File: config.mk
export PLATFORM = sky130hd
export DESIGN_NAME = fft_wb_sequencer
export DESIGN_NICKNAME = d
export VERILOG_FILES = /design/src/rtl/fft_wb_sequencer.sv
export SDC_FILE = /design/constraint.sdc
export NUM_CORES = 1
export LEC_CHECK = 0
export BUFFER_PORTS_ARGS = -buffer_cell sky130_fd_sc_hd__buf_4
export CAP_MARGIN = 20
export CORE_MARGIN = 5
export CORE_UTILIZATION = 45
export CTS_CLUSTER_DIAMETER = 50
export DETAILED_ROUTE_END_ITERATION = 7
export PLACE_DENSITY_LB_ADDON = 0.08
export SYNTH_ARGS = -nofsm -noshare
export SYNTH_HDL_FRONTEND = slang
export SYNTH_SLANG_ARGS = --single-unit
File: constraint.sdc
create_clock -name pulse -period 3.1 [get_ports pulse]
set_input_delay 0.62 -clock pulse [delete_from_list [all_inputs] [get_ports pulse]]
set_output_delay 0.62 -clock pulse [all_outputs]
set_load 0.005 [all_outputs]
File: src/rtl/fft_wb_sequencer.sv
// FFT write-back sequencer: queues AGU address pairs and issues result-memory writes per butterfly.
// Optional macro FFT_WB_ADDR_CHECK_EN adds a butterfly address-pair consistency check on each pop.
//
// state | meaning
// IDLE  | waiting for c_wb_start
// RUN   | accepting address pairs and issuing writes
// DONE  | final write issued; returns to IDLE next cycle
module fft_wb_sequencer #(
    parameter int LOG_N      = 6,
    parameter int FIFO_DEPTH = 4
) (
    input  logic             pulse,
    input  logic             reset,
    input  logic             c_wb_start,
    input  logic             ab_valid,
    input  logic [LOG_N-1:0] ab_upper,
    input  logic [LOG_N-1:0] ab_lower,
    output logic             ab_ready,
    input  logic             res_valid,
    output logic             wr_en,
    output logic [LOG_N-1:0] wr_upper,
    output logic [LOG_N-1:0] wr_lower,
    output logic             stage_done,
    output logic             fft_done,
    output logic             wb_err
);

    localparam int AW = (FIFO_DEPTH > 1) ? $clog2(FIFO_DEPTH) : 1;
    localparam int BW = (LOG_N > 1) ? LOG_N - 1 : 1;
    localparam int SW = (LOG_N > 1) ? $clog2(LOG_N) : 1;
    localparam logic [AW:0]   FULL       = (AW + 1)'(FIFO_DEPTH);
    localparam logic [SW-1:0] LAST_STAGE = SW'(LOG_N - 1);

    typedef enum logic [1:0] {IDLE, RUN, DONE} state_t;

    state_t           state;
    logic [LOG_N-1:0] fifo_u [FIFO_DEPTH];
    logic [LOG_N-1:0] fifo_l [FIFO_DEPTH];
    logic [AW-1:0]    wr_ptr;
    logic [AW-1:0]    rd_ptr;
    logic [AW:0]      count;
    logic [BW-1:0]    bfly_cnt;
    logic [SW-1:0]    stage_cnt;
    logic             in_run;
    logic             push;
    logic             pop;
    logic             underflow;
    logic             addr_bad;

    // Ready comes from the registered count, so a full FIFO refuses a push even while popping.
    assign in_run    = (state == RUN);
    assign ab_ready  = in_run && (count != FULL);
    assign push      = ab_valid && ab_ready;
    assign pop       = in_run && res_valid && (count != '0);
    assign underflow = in_run && res_valid && (count == '0);

`ifdef FFT_WB_ADDR_CHECK_EN
    logic [LOG_N-1:0] stage_bit;
    assign stage_bit = LOG_N'(1) << stage_cnt;
    assign addr_bad  = pop && (((fifo_u[rd_ptr] ^ fifo_l[rd_ptr]) != stage_bit) ||
                               ((fifo_u[rd_ptr] & stage_bit) != '0));
`else
    assign addr_bad = 1'b0;
`endif

    always_ff @(posedge pulse) begin
        if (push) begin
            fifo_u[wr_ptr] <= ab_upper;
            fifo_l[wr_ptr] <= ab_lower;
        end
    end

    always_ff @(posedge pulse) begin
        if (!reset) begin
            state      <= IDLE;
            wr_ptr     <= '0;
            rd_ptr     <= '0;
            count      <= '0;
            bfly_cnt   <= '0;
            stage_cnt  <= '0;
            wr_en      <= 1'b0;
            wr_upper   <= '0;
            wr_lower   <= '0;
            stage_done <= 1'b0;
            fft_done   <= 1'b0;
            wb_err     <= 1'b0;
        end else begin
            wr_en      <= 1'b0;
            stage_done <= 1'b0;
            fft_done   <= 1'b0;
            if (underflow || addr_bad) begin
                wb_err <= 1'b1;
            end
            case (state)
                IDLE: begin
                    if (c_wb_start) begin
                        state     <= RUN;
                        wr_ptr    <= '0;
                        rd_ptr    <= '0;
                        count     <= '0;
                        bfly_cnt  <= '0;
                        stage_cnt <= '0;
                    end
                end
                RUN: begin
                    if (push) begin
                        wr_ptr <= wr_ptr + AW'(1);
                    end
                    if (pop) begin
                        rd_ptr   <= rd_ptr + AW'(1);
                        wr_en    <= 1'b1;
                        wr_upper <= fifo_u[rd_ptr];
                        wr_lower <= fifo_l[rd_ptr];
                        bfly_cnt <= bfly_cnt + BW'(1);
                        if (&bfly_cnt) begin
                            stage_done <= 1'b1;
                            if (stage_cnt == LAST_STAGE) begin
                                fft_done <= 1'b1;
                                state    <= DONE;
                            end else begin
                                stage_cnt <= stage_cnt + SW'(1);
                            end
                        end
                    end
                    case ({push, pop})
                        2'b10:   count <= count + (AW + 1)'(1);
                        2'b01:   count <= count - (AW + 1)'(1);
                        default: count <= count;
                    endcase
                end
                DONE:    state <= IDLE;
                default: state <= IDLE;
            endcase
        end
    end

endmodule

Word-level counts from Yosys, hierarchy flattened

Memories as Yosys holds them, arrays and structs flattened. A register that Yosys moved wholly into a read port is not among the register bits.
Index checks and enable logic that the tools add are counted.

Bits in registers: 21
Memory bits (writable): 48
Input bits: 17
Output and inout bits: 17
Logic and storage cells: 76
Memories: 2

Add/sub/neg operators: 6
Equal/unequal tests: 12
Muxes and demuxes: 25
Reductions and logical operators: 21

Memories:

| memory | words | width | read ports | clocked after memory_dff | wr ports | line | text |
|---|---|---|---|---|---|---|---|
| fifo_l | 4     | 6     | 1          | 1                        | 1        | 38   | `logic [LOG_N-1:0] fifo_l [FIFO_DEPTH];` |
| fifo_u | 4     | 6     | 1          | 1                        | 1        | 37   | `logic [LOG_N-1:0] fifo_u [FIFO_DEPTH];` |

Operator list:

| operator                                      | count |
|---|---|
| case mux 3 bit (2 select lines)               | 3 |
| 2-to-1 mux 2 bit                              | 7 |
| 2-to-1 mux 3 bit                              | 4 |
| case mux 2 bit (2 select lines)               | 3 |
| AND reduction 3 bit                           | 4 |
| 2-to-1 mux 5 bit                              | 2 |
| case mux 5 bit (2 select lines)               | 1 |
| AND reduction 5 bit                           | 2 |
| != test 2 x 1 -> 1 bit, second input constant | 4 |
| AND reduction 8 bit                           | 1 |
| adder 3 x 1 -> 3 bit, second input constant   | 2 |
| adder 5 x 1 -> 5 bit, second input constant   | 1 |
| logical AND 1 bit                             | 5 |
| 2-to-1 mux 1 bit                              | 5 |
| adder 2 x 1 -> 2 bit, second input constant   | 2 |
| == test 2 x 1 -> 1 bit, second input constant | 2 |
| != test 2 bit, second input constant          | 2 |
| AND reduction 2 bit                           | 2 |
| AND reduction 4 bit                           | 1 |
| == test 3 bit, second input constant          | 1 |
| zero test 3 bit                               | 1 |
| != test 3 x 1 -> 1 bit, second input constant | 1 |
| != test 3 bit, second input constant          | 1 |
| nonzero test 3 bit                            | 1 |
| other kinds (5)                               | 6 |

Longest topological paths before layout

Gate-level depths: netlist (run 1).

Word-level depth: 6
Depth in mapped cells: 10

Least setup slack after synthesis (run 1)

Ideal clock, no wire load.

Kind: input to register
From: input port res_valid
To: register count[2]
Arrival time: 2.180 ns
Path slack: 0.840 ns
Cell stages on the path: 9
Path buffers: 2
Path through: and3b_1 -> buf_6 -> nand2_4 -> buf_2 -> nor2_1 -> fa_1 -> nor4b_1 -> o31ai_1 -> a41oi_1

Longest elaborated chain between the ends: 5
Elaborated cells on any way between the ends: 8
Those cells by class: eq/ne (3); mux (2); reduce/logical (3)

RTL lines:

| element                                                                          | line | text |
|---|---|---|
| from (decl)                                                                      | 19   | `input logic res_valid,` |
| logical AND 1 bit (*) (2 in series)                                              | 54   | `assign pop = in_run && res_valid && (count != '0);` |
| == test 2 x 1 -> 1 bit / == test 2 bit (equally long branches)                   | 125  | `case ({push, pop})` |
| case mux 3 bit (2 select lines) / != test 3 x 1 -> 1 bit (equally long branches) | --   |  |
| case mux 3 bit (2 select lines) / AND reduction 3 bit (equally long branches)    | --   |  |
| to (signal assigned)                                                             | 126  | `2'b10: count <= count + (AW + 1)'(1);` |
| to (signal assigned)                                                             | 127  | `2'b01: count <= count - (AW + 1)'(1);` |
| to (signal assigned)                                                             | 128  | `default: count <= count;` |
| to (decl)                                                                        | 41   | `logic [AW:0] count;` |

Mark *: on every way between the ends. The rest lies on a longest branch, timed or not.
A chain may end at the register's enable or synchronous reset.

Worst setup path in the final report (run 1)

From: register state[1]
To: register count[2]

Longest elaborated chain between the ends: 6
Elaborated cells on any way between the ends: 14
Those cells by class: eq/ne (5); mux (2); reduce/logical (7)

RTL lines:

| element                                                                          | line   | text |
|---|---|---|
| from (decl)                                                                      | 36     | `state_t state;` |
| from (signal assigned)                                                           | 75     | `state <= IDLE;` |
| from (signal assigned)                                                           | 97     | `state <= RUN;` |
| from (signal assigned)                                                           | 119    | `state <= DONE;` |
| == test 2 x 1 -> 1 bit                                                           | 51, 94 |  |
| logical AND 1 bit (on tied branches)                                             | 54, 52 |  |
| logical AND 1 bit (on tied branches)                                             | 54, 53 |  |
| == test 2 x 1 -> 1 bit / == test 2 bit (equally long branches)                   | 125    |  |
| case mux 3 bit (2 select lines) / != test 3 x 1 -> 1 bit (equally long branches) | --     |  |
| case mux 3 bit (2 select lines) / AND reduction 3 bit (equally long branches)    | --     |  |

Parallel ways exist; a longest one is shown, timed or not.

==> results.md, run 1 <==
- Status: completed
- Clock Sink Count: between 80 and 90
- # Max-Cap Violations: 0
- Die Y: approximately 96 um
- WL per Instance: about 16 um
- Peak VDD IR: 0.0002783 V
- LEAKAGE: 1.333 nW
- Port-buffer cells: 33
- PostCTS Resize Cnt: 0
- Critical path required time: 3360 ps
- Worst min-delay path class: register to register
- Setup violators final: 0
- Placement Setup Slack: 670.7 ps
- Total clock buffers created by CTS: 9
- # DRC: 0
- Area Overhead vs Synth: 14.64%
- Post-synthesis cell area: 0.003326 sq mm
- Cell Count, Final, Fillers Out: about 380
- Hold Buf Count CTS: 0
- Initial DRC Count: 94
- Fillcell total: 655
- Row cnt: 31
- RePlAce Congestion: 0.8021
- Count of cell types in the netlist: 50
- Synth Flop Type: edfxtp_1
- Initial Util: 46.10%
- Routed wire length: 6.243 mm
- Final hold violation count: 0
- Initial antenna violation count: 0
- Clk buf depth: 2
- Syn_area_per_cell: 13.52 sq um
- Crit Path Class: register to register
- Final slew viol count: 0
- Synth warn: 0
- Crit path DAT: 2550 ps
- Grt total ovfl: 0
- Post-CTS Setup Inserts: 0
- CTS tree: done
- Vias: 1961
- Startpoint types: register
- Dpl hpwl: 3.920 mm
- Min Tclk post-route: 2286 ps
- Die area: 0.009209 sq mm
- Total track usage: 14.85%
- Crit-path max FO: 19
- Largest area contributor in the synthesized netlist: edfxtp_1
- Ranking of synthesized cells by area: edfxtp_1 43%, dfxtp_1 20%, mux4_2 8.1%
- Placed insts: 366
- Gate Count Post-Synth: 246
- Peak Freq: 437.5 MHz
- Setup TNS after final layout: 0 ps
- Share of cells above drive strength 1: between 20 and 25%
- Final setup margin: 814.2 ps
- Slew headroom: between 30% and 40%
- Final ANT Viol Nets: 0
- Area share of the largest cell type after synthesis: 43.34%
- # diodes: 0
- Final net count: 304
- Final Cycle Share: roughly three quarters
- Commonest non-fill, non-tap cells in the layout: 48 x edfxtp_1, 33 x dfxtp_1, 33 x buf_4, 30 x nand2_1, 20 x a21oi_1
- Commonest non-fill, non-tap cell in the layout: edfxtp_1
- Mapped Nets: 272
- Vias in the first global route: 1998
- # H-tree levels: 3
- Min-Delay Path Depth: 2
- Post-synth EDFFs: 48
- CTS Root Cell: clkbuf_8
- Largest net degree at the start of global routing: 24
- Critical path endpoint category: register
- #FFs+latches synth: 81
- Core Box Area: 0.007214 sq mm
- Worst-path clk slew: 80 ps
- First-pass DRT Iterations: 4
- Die X: 95.97 um
- Reg2reg path depth: 7
- RSZ-0062 raised after global routing: no
- FFs w/ async S/R, synth: 0%
- Final Util: 52.84%
- Routed vias/inst: about 5
- Ports: 34
- Worst-skew pair later-pin latency: 340 ps
- Worst-margin pin slew: between 900 and 1000 ps
- First-pass GRT wire length: 10.03 mm
- Clk_skew: 9.075 ps
- Sequential share of the synthesized area: 63.21%
- Power per cell area: 529.3 mW/mm^2
==> cells by family (layout without fill, tap and decap cells) <==
group / after synthesis / after routing / synth area share, %
AOI/OAI and AO/OA: 44 / 44 / 8.240
muxes: 14 / 14 / 8.766
DFF: 81 / 81 / 63.21
buffers and inverters: 16 / 53 / 2.596
adders and majority gates: 9 / 9 / 3.612
xor gates and xnor gates: 1 / 1 / 0.2634
and+or+nand+nor: 81 / 81 / 13.32
==> stage by stage <==
| stage | power, mW | hold WS [ps] | cell area, sq um |
|---|---|---|---|
| finish | 2.018 | 465.9 | 3812 |
| global route | 2.105 | 460.3 | 3812 |
| CTS | 2.050 | 450.7 | 3812 |
| detailed placement | 1.303 | 458.2 | 3626 |
| global placement | 1.302 | 459.5 | 3626 |
| floorplan | 1.257 | 449.6 | 3326 |
==> Yosys cell counts (all sizes together) (3+ instances only) <==
cell type / count
edfxtp: 48
dfxtp: 33
nand2: 31
a21oi: 20
mux4: 12
nand3: 10
ha: 8
nor2: 8
o21ai: 8
buf: 7
and2: 6
clkbuf: 5
nand2b: 5
inv: 4
and3: 3
nor3: 3
==> cell type report <==
class | count | area, sq um | area share, %
clock buffers | 11 | 131.4 | 3.446
inverters | 4 | 15.01 | 0.3938
well taps | 99 | 123.9 | 3.249
multi-input cells | 149 | 1137 | 29.83
repair buffers | 33 | 247.7 | 6.498
clock inverters | 5 | 55.05 | 1.444
flip-flops and latches | 81 | 2102 | 55.14
==> power breakdown <==
group	leakage [nW]	total (mW)	switching [mW]	internal, mW
combinational	0.540	0.107	0.0583	0.0488
clock	0.0914	0.740	0.368	0.372
sequential	0.701	1.17	0.0146	1.16
==> worst max-delay path: stages, from the launching register on <==
cell and delay [ps]:
dfxtp_1 570, and3b_1 320, nand2_4 220, nor2_1 80, fa_1 430, nor4b_1 330
o31ai_1 100, a41oi_1 160
==> state kept, by name, indices dropped and copies added, names as in the netlist <==
signal / count
fft_done: 1
state: 2
wb_err: 1
wr_lower: 6
bfly_cnt: 5
wr_upper: 6
count: 3
fifo_l: 24
stage_done: 1
wr_ptr: 2
rd_ptr: 2
stage_cnt: 3
wr_en: 1
fifo_u: 24
==> routing by layer <==
layer | global-route usage, % | vias up | wire [um]
li1 | - | 985 | -
met1 | 20.01 | 941 | 2922
met2 | 23.10 | 30 | 3040
met3 | 3.049 | 5 | 211
met4 | 6.872 | 0 | 69
met5 | 0 | - | 0
==> path summary, 6_finish.rpt <==
kind	end	from	slack [ps]
max reg2reg	count[2]	state[1]	810
min reg2reg	wr_upper[3]	wr_upper[3]	470
min	wr_upper[3]	wr_upper[3]	470
max	count[2]	state[1]	810
No activity file was read; power rests on OpenSTA's default activity.
==> run 2, diff against run 1 <==
--- a/config.mk
+++ b/config.mk
@@ -5,6 +5,7 @@
 export SDC_FILE = /design/constraint.sdc
 export NUM_CORES = 1
 export LEC_CHECK = 0
+export ABC_AREA = 1
 export BUFFER_PORTS_ARGS = -buffer_cell sky130_fd_sc_hd__buf_4
 export CAP_MARGIN = 20
 export CORE_MARGIN = 5
==> constraint.sdc (replaced) <==
create_clock -name pulse -period 2.4 [get_ports pulse]
set_input_delay 0.48 -clock pulse [delete_from_list [all_inputs] [get_ports pulse]]
set_output_delay 0.48 -clock pulse [all_outputs]
set_load 0.005 [all_outputs]
==> run 2 against run 1 <==
  * Sequential cell count unchanged
  * Wire length rose by 5.7%
  * Synthesized cell count grew 30%
  * Count of clock-buffer cells in the layout is 2 lower
  * Setup slack got worse by 370 ps
  * Cell count up 22%
  * Die area shrank 0.77%
  * Clock power increased by 31%
  * Total power rose by 34%
  * Largest power group unchanged
==> results.md, run 2 <==
- Status: completed
- Worst-path clk slew: 80 ps
- Synth Flop Type: edfxtp_1
- Post-synthesis cell area: 0.003297 sq mm
- Slew headroom: 51.84%
- Count of cell types in the netlist: 30
- CTS Root Cell: clkbuf_8
- Dpl hpwl: 4.177 mm
- Largest area contributor in the synthesized netlist: edfxtp_1
- Row cnt: 31
- Worst r2r dst: count[2]
- Final setup margin: 442.5 ps
- Die area: between 0.009 and 0.01 sq mm
- Final slew viol count: 0
- Reg-to-Reg Start: count[0]
- Setup violators final: 0
- Clock Sink Count: 81
- CP startpoint: count[0]
- Total clock buffers created by CTS: 9
- Share of cells above drive strength 1: 17.71%
- CP delay by family, top: simple AND/OR/NAND/NOR gates
- CP Depth: 13
- R2r setup slk: 440 ps
- Peak Freq: 510.8 MHz
- Slowest CP cell: fa_1
- CP Capture Point: count[2]
- Vias in the first global route: 2296
- Placement Setup Slack: between 400 and 500 ps
- Area share of the largest cell type after synthesis: 43.72%
- Hold Buf Count CTS: 0
- Ports: 34
- CP cell instances: nor2_1, nand2_1, nand2_4, inv_2, nand2_2, inv_1, fa_1, xnor2_1, nand3b_1, nand2_1, inv_1, nand2_1, a21oi_1
- Crit path DAT: ~2200 ps
- Regs by FF count: fifo_l x24, fifo_u x24
- #FFs+latches synth: 81
- WL per Instance: 14.16 um
- Clk_skew: 7.428 ps
- # DRC: 0
- Power per cell area: 699.3 mW/mm^2
- Reg2reg path depth: 13
- Area Overhead vs Synth: 17.46%
- Critical path required time: 2680 ps
- Mapped Nets: around 350
- Core Box Area: 0.007176 sq mm
- Initial Util: 45.95%
- WP buf/inv: 3
- Min Tclk post-route: 1958 ps
- Multi-input gate area: 0.001028 sq mm
- Post-synth EDFFs: 48
- Worst-margin pin slew: 721.6 ps
- RePlAce Congestion: 0.8227
- Sequential Area: 0.002102 sq mm
- First-pass DRT Iterations: 5
- Top cells by count, synth: 64 x nor2_1, 48 x edfxtp_1, 42 x o21ai_0
- Commonest non-fill, non-tap cells in the layout: 64 x nor2_1, 48 x edfxtp_1, 42 x o21ai_0, 42 x buf_4
- FFs w/ async S/R, synth: 0%
- # Max-Cap Violations: 0
- Largest net degree at the start of global routing: 30
- Synth warn: 0
- Final ANT Viol Nets: 0
- Crit-path max FO: 7
- Peak VDD IR: 0.0004740 V
- Most frequent cell after synthesis: nor2_1
- Sequential share of the synthesized area: 63.76%
- # diodes: 0
- Routed wire length: ~6.6 mm
- # H-tree levels: 3
- Die X: 95.60 um
- Post-CTS Setup Inserts: 0
- Port-buffer cells: 33
- Syn_area_per_cell: 10.27 sq um
- Commonest non-fill, non-tap cell in the layout: nor2_1
- Routed vias/inst: 4.989
- Ranking of synthesized cells by area: edfxtp_1 44%, dfxtp_1 20%, nor2_1 7.3%
- First-pass GRT wire length: 10.94 mm
- Setup TNS after final layout: 0 ps
- Crit Path Class: register to register
- Die Y: 95.60 um
- Worst-skew pair later-pin latency: 340 ps
- Grt total ovfl: 0
- Critical path endpoint category: register
- Vias: 2325
- PostCTS Resize Cnt: 0
- Final hold violation count: 0
- Most used cell, CP: nand2_1
- Final Cycle Share: roughly four fifths
- Worst min-delay path class: input port to register
- Startpoint types: register
- Initial DRC Count: between 100 and 150
- Gate Count Post-Synth: 321
- CTS tree: done
- Clk buf depth: 2
- LEAKAGE: 1.531 nW
- Final net count: 388
- RSZ-0062 raised after global routing: no
- CP peak stage delay: between 300 and 400 ps
- Fillcell total: ~650
- Total track usage: roughly 16%
- Initial antenna violation count: 0
run 2: changes by cell type after synthesis, sizes merged, moves of 3 or more:
cell    before  now
and2         6    0
nor2         8   66
o21ai        8   42
a21oi       20   12
mux4        12    0
nand2b       5    0
and3         3    0
nand2       31   36
a31oi        2   13
inv          4   28
run 2: cells by family (layout without fill, tap and decap cells):
family          after synthesis  after routing  share of synthesized area, %
fa+ha+maj                     9              9                         3.643
simple gates                116            116                         15.22
buf+inv                      41             87                         5.047
flops                        81             81                         63.76
compound gates               72             72                         11.80
xor+xnor                      2              2                        0.5314
run 2: layout make-up:
class	instances	share of cell area (%)
inverter	29	2.811
clock buffer	9	3.199
tap	99	3.199
sequential	81	54.28
clock inverter	7	1.809
multi-input combinational	199	26.56
timing repair buffer	42	8.142
run 2: worst min-delay path by stage:
stage                    to  cells past startpoint  slack (ps)    startpoint
2_1_floorplan  stage_cnt[0]                      1         450  stage_cnt[0]
3_3_place_gp   stage_cnt[0]                      1         470  stage_cnt[0]
3_5_place_dp    bfly_cnt[4]                      2         480   bfly_cnt[4]
4_1_cts        fifo_l[2][2]                      1         310   ab_lower[2]
5_1_grt        fifo_u[3][3]                      1         290   ab_upper[3]
6_report       fifo_u[0][3]                      1         330   ab_upper[3]
run 2: through the flow:
| stage | cells | hold slack, ps | util [%] | cell area (sq um) | power, mW |
|---|---|---|---|---|---|
| after floorplan | 321 | 451.1 | - | 3297 | 1.687 |
| after CTS | 466 | 308.2 | 53.97 | 3872 | 2.747 |
| after global routing | 466 | 293.0 | 53.97 | 3872 | 2.852 |
| after detailed placement | 450 | 475.8 | 51.26 | 3679 | 1.776 |
| final | 466 | 326.1 | 53.97 | 3872 | 2.708 |
| after global placement | 450 | 466.5 | 51.26 | 3679 | 1.771 |
run 2: report_power, final:
group	total [mW]	switching, mW	internal (mW)
combinational	0.226	0.147	0.0787
clock	0.968	0.490	0.479
sequential	1.51	0.0139	1.50
total	2.71	0.651	2.06
run 2: per-layer routing:
layer	vias up	GRT usage (%)	wire, um
met4	0	6.754	138
met5	-	0	0
met1	1096	20.41	2998
met2	42	26.35	3166
met3	11	4.104	296
li1	1176	-	-
==> run 3, diff against run 2 <==
--- a/config.mk
+++ b/config.mk
@@ -5,7 +5,7 @@
 export SDC_FILE = /design/constraint.sdc
 export NUM_CORES = 1
 export LEC_CHECK = 0
-export ABC_AREA = 1
+export ABC_AREA = 0
 export BUFFER_PORTS_ARGS = -buffer_cell sky130_fd_sc_hd__buf_4
 export CAP_MARGIN = 20
 export CORE_MARGIN = 5
==> constraint.sdc (replaced) <==
create_clock -name pulse -period 1.9 [get_ports pulse]
set_input_delay 0.38 -clock pulse [delete_from_list [all_inputs] [get_ports pulse]]
set_output_delay 0.38 -clock pulse [all_outputs]
set_load 0.005 [all_outputs]
==> run 3 against run 2 <==
  * Sequential share of layout area fell by 2.4 points
  * Hold slack got worse by 99 ps
  * Cell count fell by 14%
  * Critical path depth fell by 5
  * Register-to-register slack got worse by 360 ps
  * Count of clock-buffer cells in the layout did not move
  * Largest power group unchanged
==> results.md, run 3 (same netlist as run 1, synthesis figures left out) <==
- Peak VDD IR: 0.0008779 V
- Top Usage Layer GRT: met2
- LEAKAGE: 1.469 nW
- Initial Util: 46.10%
- Worst-margin pin slew: about 450 ps
- Die X: between 90 and 100 um
- Total track usage: 14.90%
- CP Depth: 8
- Final net count: 323
- Crit-path max FO: 4
- Crit Path Class: register to register
- CP cell instances: buf_4, nor3b_2, nor2_2, nor2_2, fa_2, and4_1, o31ai_2, a41oi_1
- RePlAce Congestion: between 0.7 and 0.8
- CTS tree: done
- Initial antenna violation count: 0
- Grt total ovfl: 0
- Worst r2r dst: count[2]
- # diodes: 0
- Regs by FF count: fifo_l x24, fifo_u x24
- Final hold violation count: 0
- First-pass GRT wire length: between 10 and 15 mm
- Area Overhead vs Synth: 22.01%
- Setup violators final: 0
- Placement Setup Slack: roughly 67 ps
- # H-tree levels: 3
- Min-Delay Path Depth: 1
- WP buf/inv: 1
- Initial DRC Count: 71
- CP delay by family, top: simple AND/OR/NAND/NOR gates
- Min Tclk post-route: 1821 ps
- Row cnt: 31
- Worst min-delay path class: input port to register
- Core Box Area: about 0.0072 sq mm
- Most used cell, CP: nor2_2
- Final setup margin: between 70 and 80 ps
- Power per cell area: 899.9 mW/mm^2
- Fillcell total: ~640
- Largest net degree at the start of global routing: 19
- # Max-Cap Violations: 0
- Ports: 34
- Commonest non-fill, non-tap cell in the layout: buf_4
- Status: completed
- Reg-to-Reg Start: count[2]
- Slew headroom: 69.68%
- Clk_skew: approximately 9.5 ps
- Vias in the first global route: slightly above 2000
- Met1 Use GR: between 10% and 20%
- # DRC: 0
- Routed wire length: 6.304 mm
- Clk buf depth: 2
- Peak Freq: around 550 MHz
- Reg2reg path depth: 8
- CP Capture Point: count[2]
- Die Y: 95.97 um
- Worst-skew pair later-pin latency: 350 ps
- Share of cells above drive strength 1: 32.45%
- Critical path required time: 2110 ps
- Final Cycle Share: 95.86%
- Worst-path clk slew: 90 ps
- Vias: 2070
- CP peak stage delay: 400 ps
- Slowest CP cell: fa_2
- Final slew viol count: 0
- M2 GR Usage: roughly 24%
- Min-Delay Startpoint: ab_lower[1]
- WL per Instance: 15.72 um
- Critical path endpoint category: register
- Commonest non-fill, non-tap cells in the layout: 51 x buf_4, 48 x edfxtp_1, 30 x nand2_1, 30 x dfxtp_1, 20 x a21oi_1
- Port-buffer cells: 33
- Total clock buffers created by CTS: 9
- Final ANT Viol Nets: 0
- CTS Root Cell: clkbuf_8
- GRT met3 Usage: approximately 3.3%
- Setup TNS after final layout: 0 ps
- Die area: slightly above 0.009 sq mm
- Startpoint types: register
- Hold Buf Count CTS: 0
- Dpl hpwl: 4.161 mm
- R2r setup slk: 80 ps
- First-pass DRT Iterations: 4
- CP startpoint: count[2]
- Routed vias/inst: just over 5
- Crit path DAT: 2030 ps
- Clock Sink Count: between 80 and 90
==> run 3: cell types whose count changed in the layout (fill, tap and decap cells not counted), moves of 5 or more <==
| cell | before | now |
|---|---|---|
| and2_1 | 0 | 5 |
| nand2b_1 | 0 | 5 |
| nor2_1 | 64 | 6 |
| inv_1 | 26 | 4 |
| a31oi_1 | 13 | 2 |
| mux4_2 | 0 | 12 |
| buf_4 | 42 | 51 |
| o21ai_0 | 42 | 8 |
| a21oi_1 | 12 | 20 |
==> run 3: what timing repair did <==
item / in CTS / in global routing
buffers inserted: 0 / 1
gates resized for setup: 0 / 5
setup endpoints to repair: 0 / 1
hold endpoints to repair: 0 / 0
==> run 3: per-layer routing <==
metal / routed length (um) / up-vias
met2: 3118 / 33
met4: 124 / 0
met3: 212 / 12
met5: 0 / -
met1: 2847 / 998
li1: - / 1027
==> run 3: power breakdown <==
part | internal, mW | leakage [nW] | switching [mW]
sequential | 1.89 | 0.702 | 0.0160
clock | 0.889 | 0.126 | 0.647
combinational | 0.102 | 0.641 | 0.111
==> run 3: layout make-up <==
class | count | area [sq um] | share of cell area, %
well taps | 99 | 123.9 | 3.053
repair buffers | 52 | 402.9 | 9.929
flip-flops and latches | 81 | 2106 | 51.90
clock inverters | 7 | 123.9 | 3.053
multi-input cells | 149 | 1162 | 28.65
inverters | 4 | 15.01 | 0.3700
clock buffers | 9 | 123.9 | 3.053
==> run 3: how the worst min path moves through the flow <==
stage / to / slack, ps
final: fifo_l[2][1] / 230
after global routing: fifo_u[3][3] / 210
after CTS: fifo_u[2][3] / 200
after detailed placement: wr_lower[1] / 450
after global placement: wr_upper[5] / 450
after floorplan: fft_done / 450
==> run 3: metrics by stage <==
step	hold WS (ps)	total power [mW]	instance area (sq um)	utilization [%]	instances
final	227.2	3.651	4058	56.24	401
after global routing	209.1	3.802	4058	56.24	401
after CTS	200.8	3.702	4031	55.88	400
after detailed placement	451.0	2.150	3784	52.45	384
after global placement	446.5	2.150	3784	52.45	384
after floorplan	449.6	2.054	3342	-	246
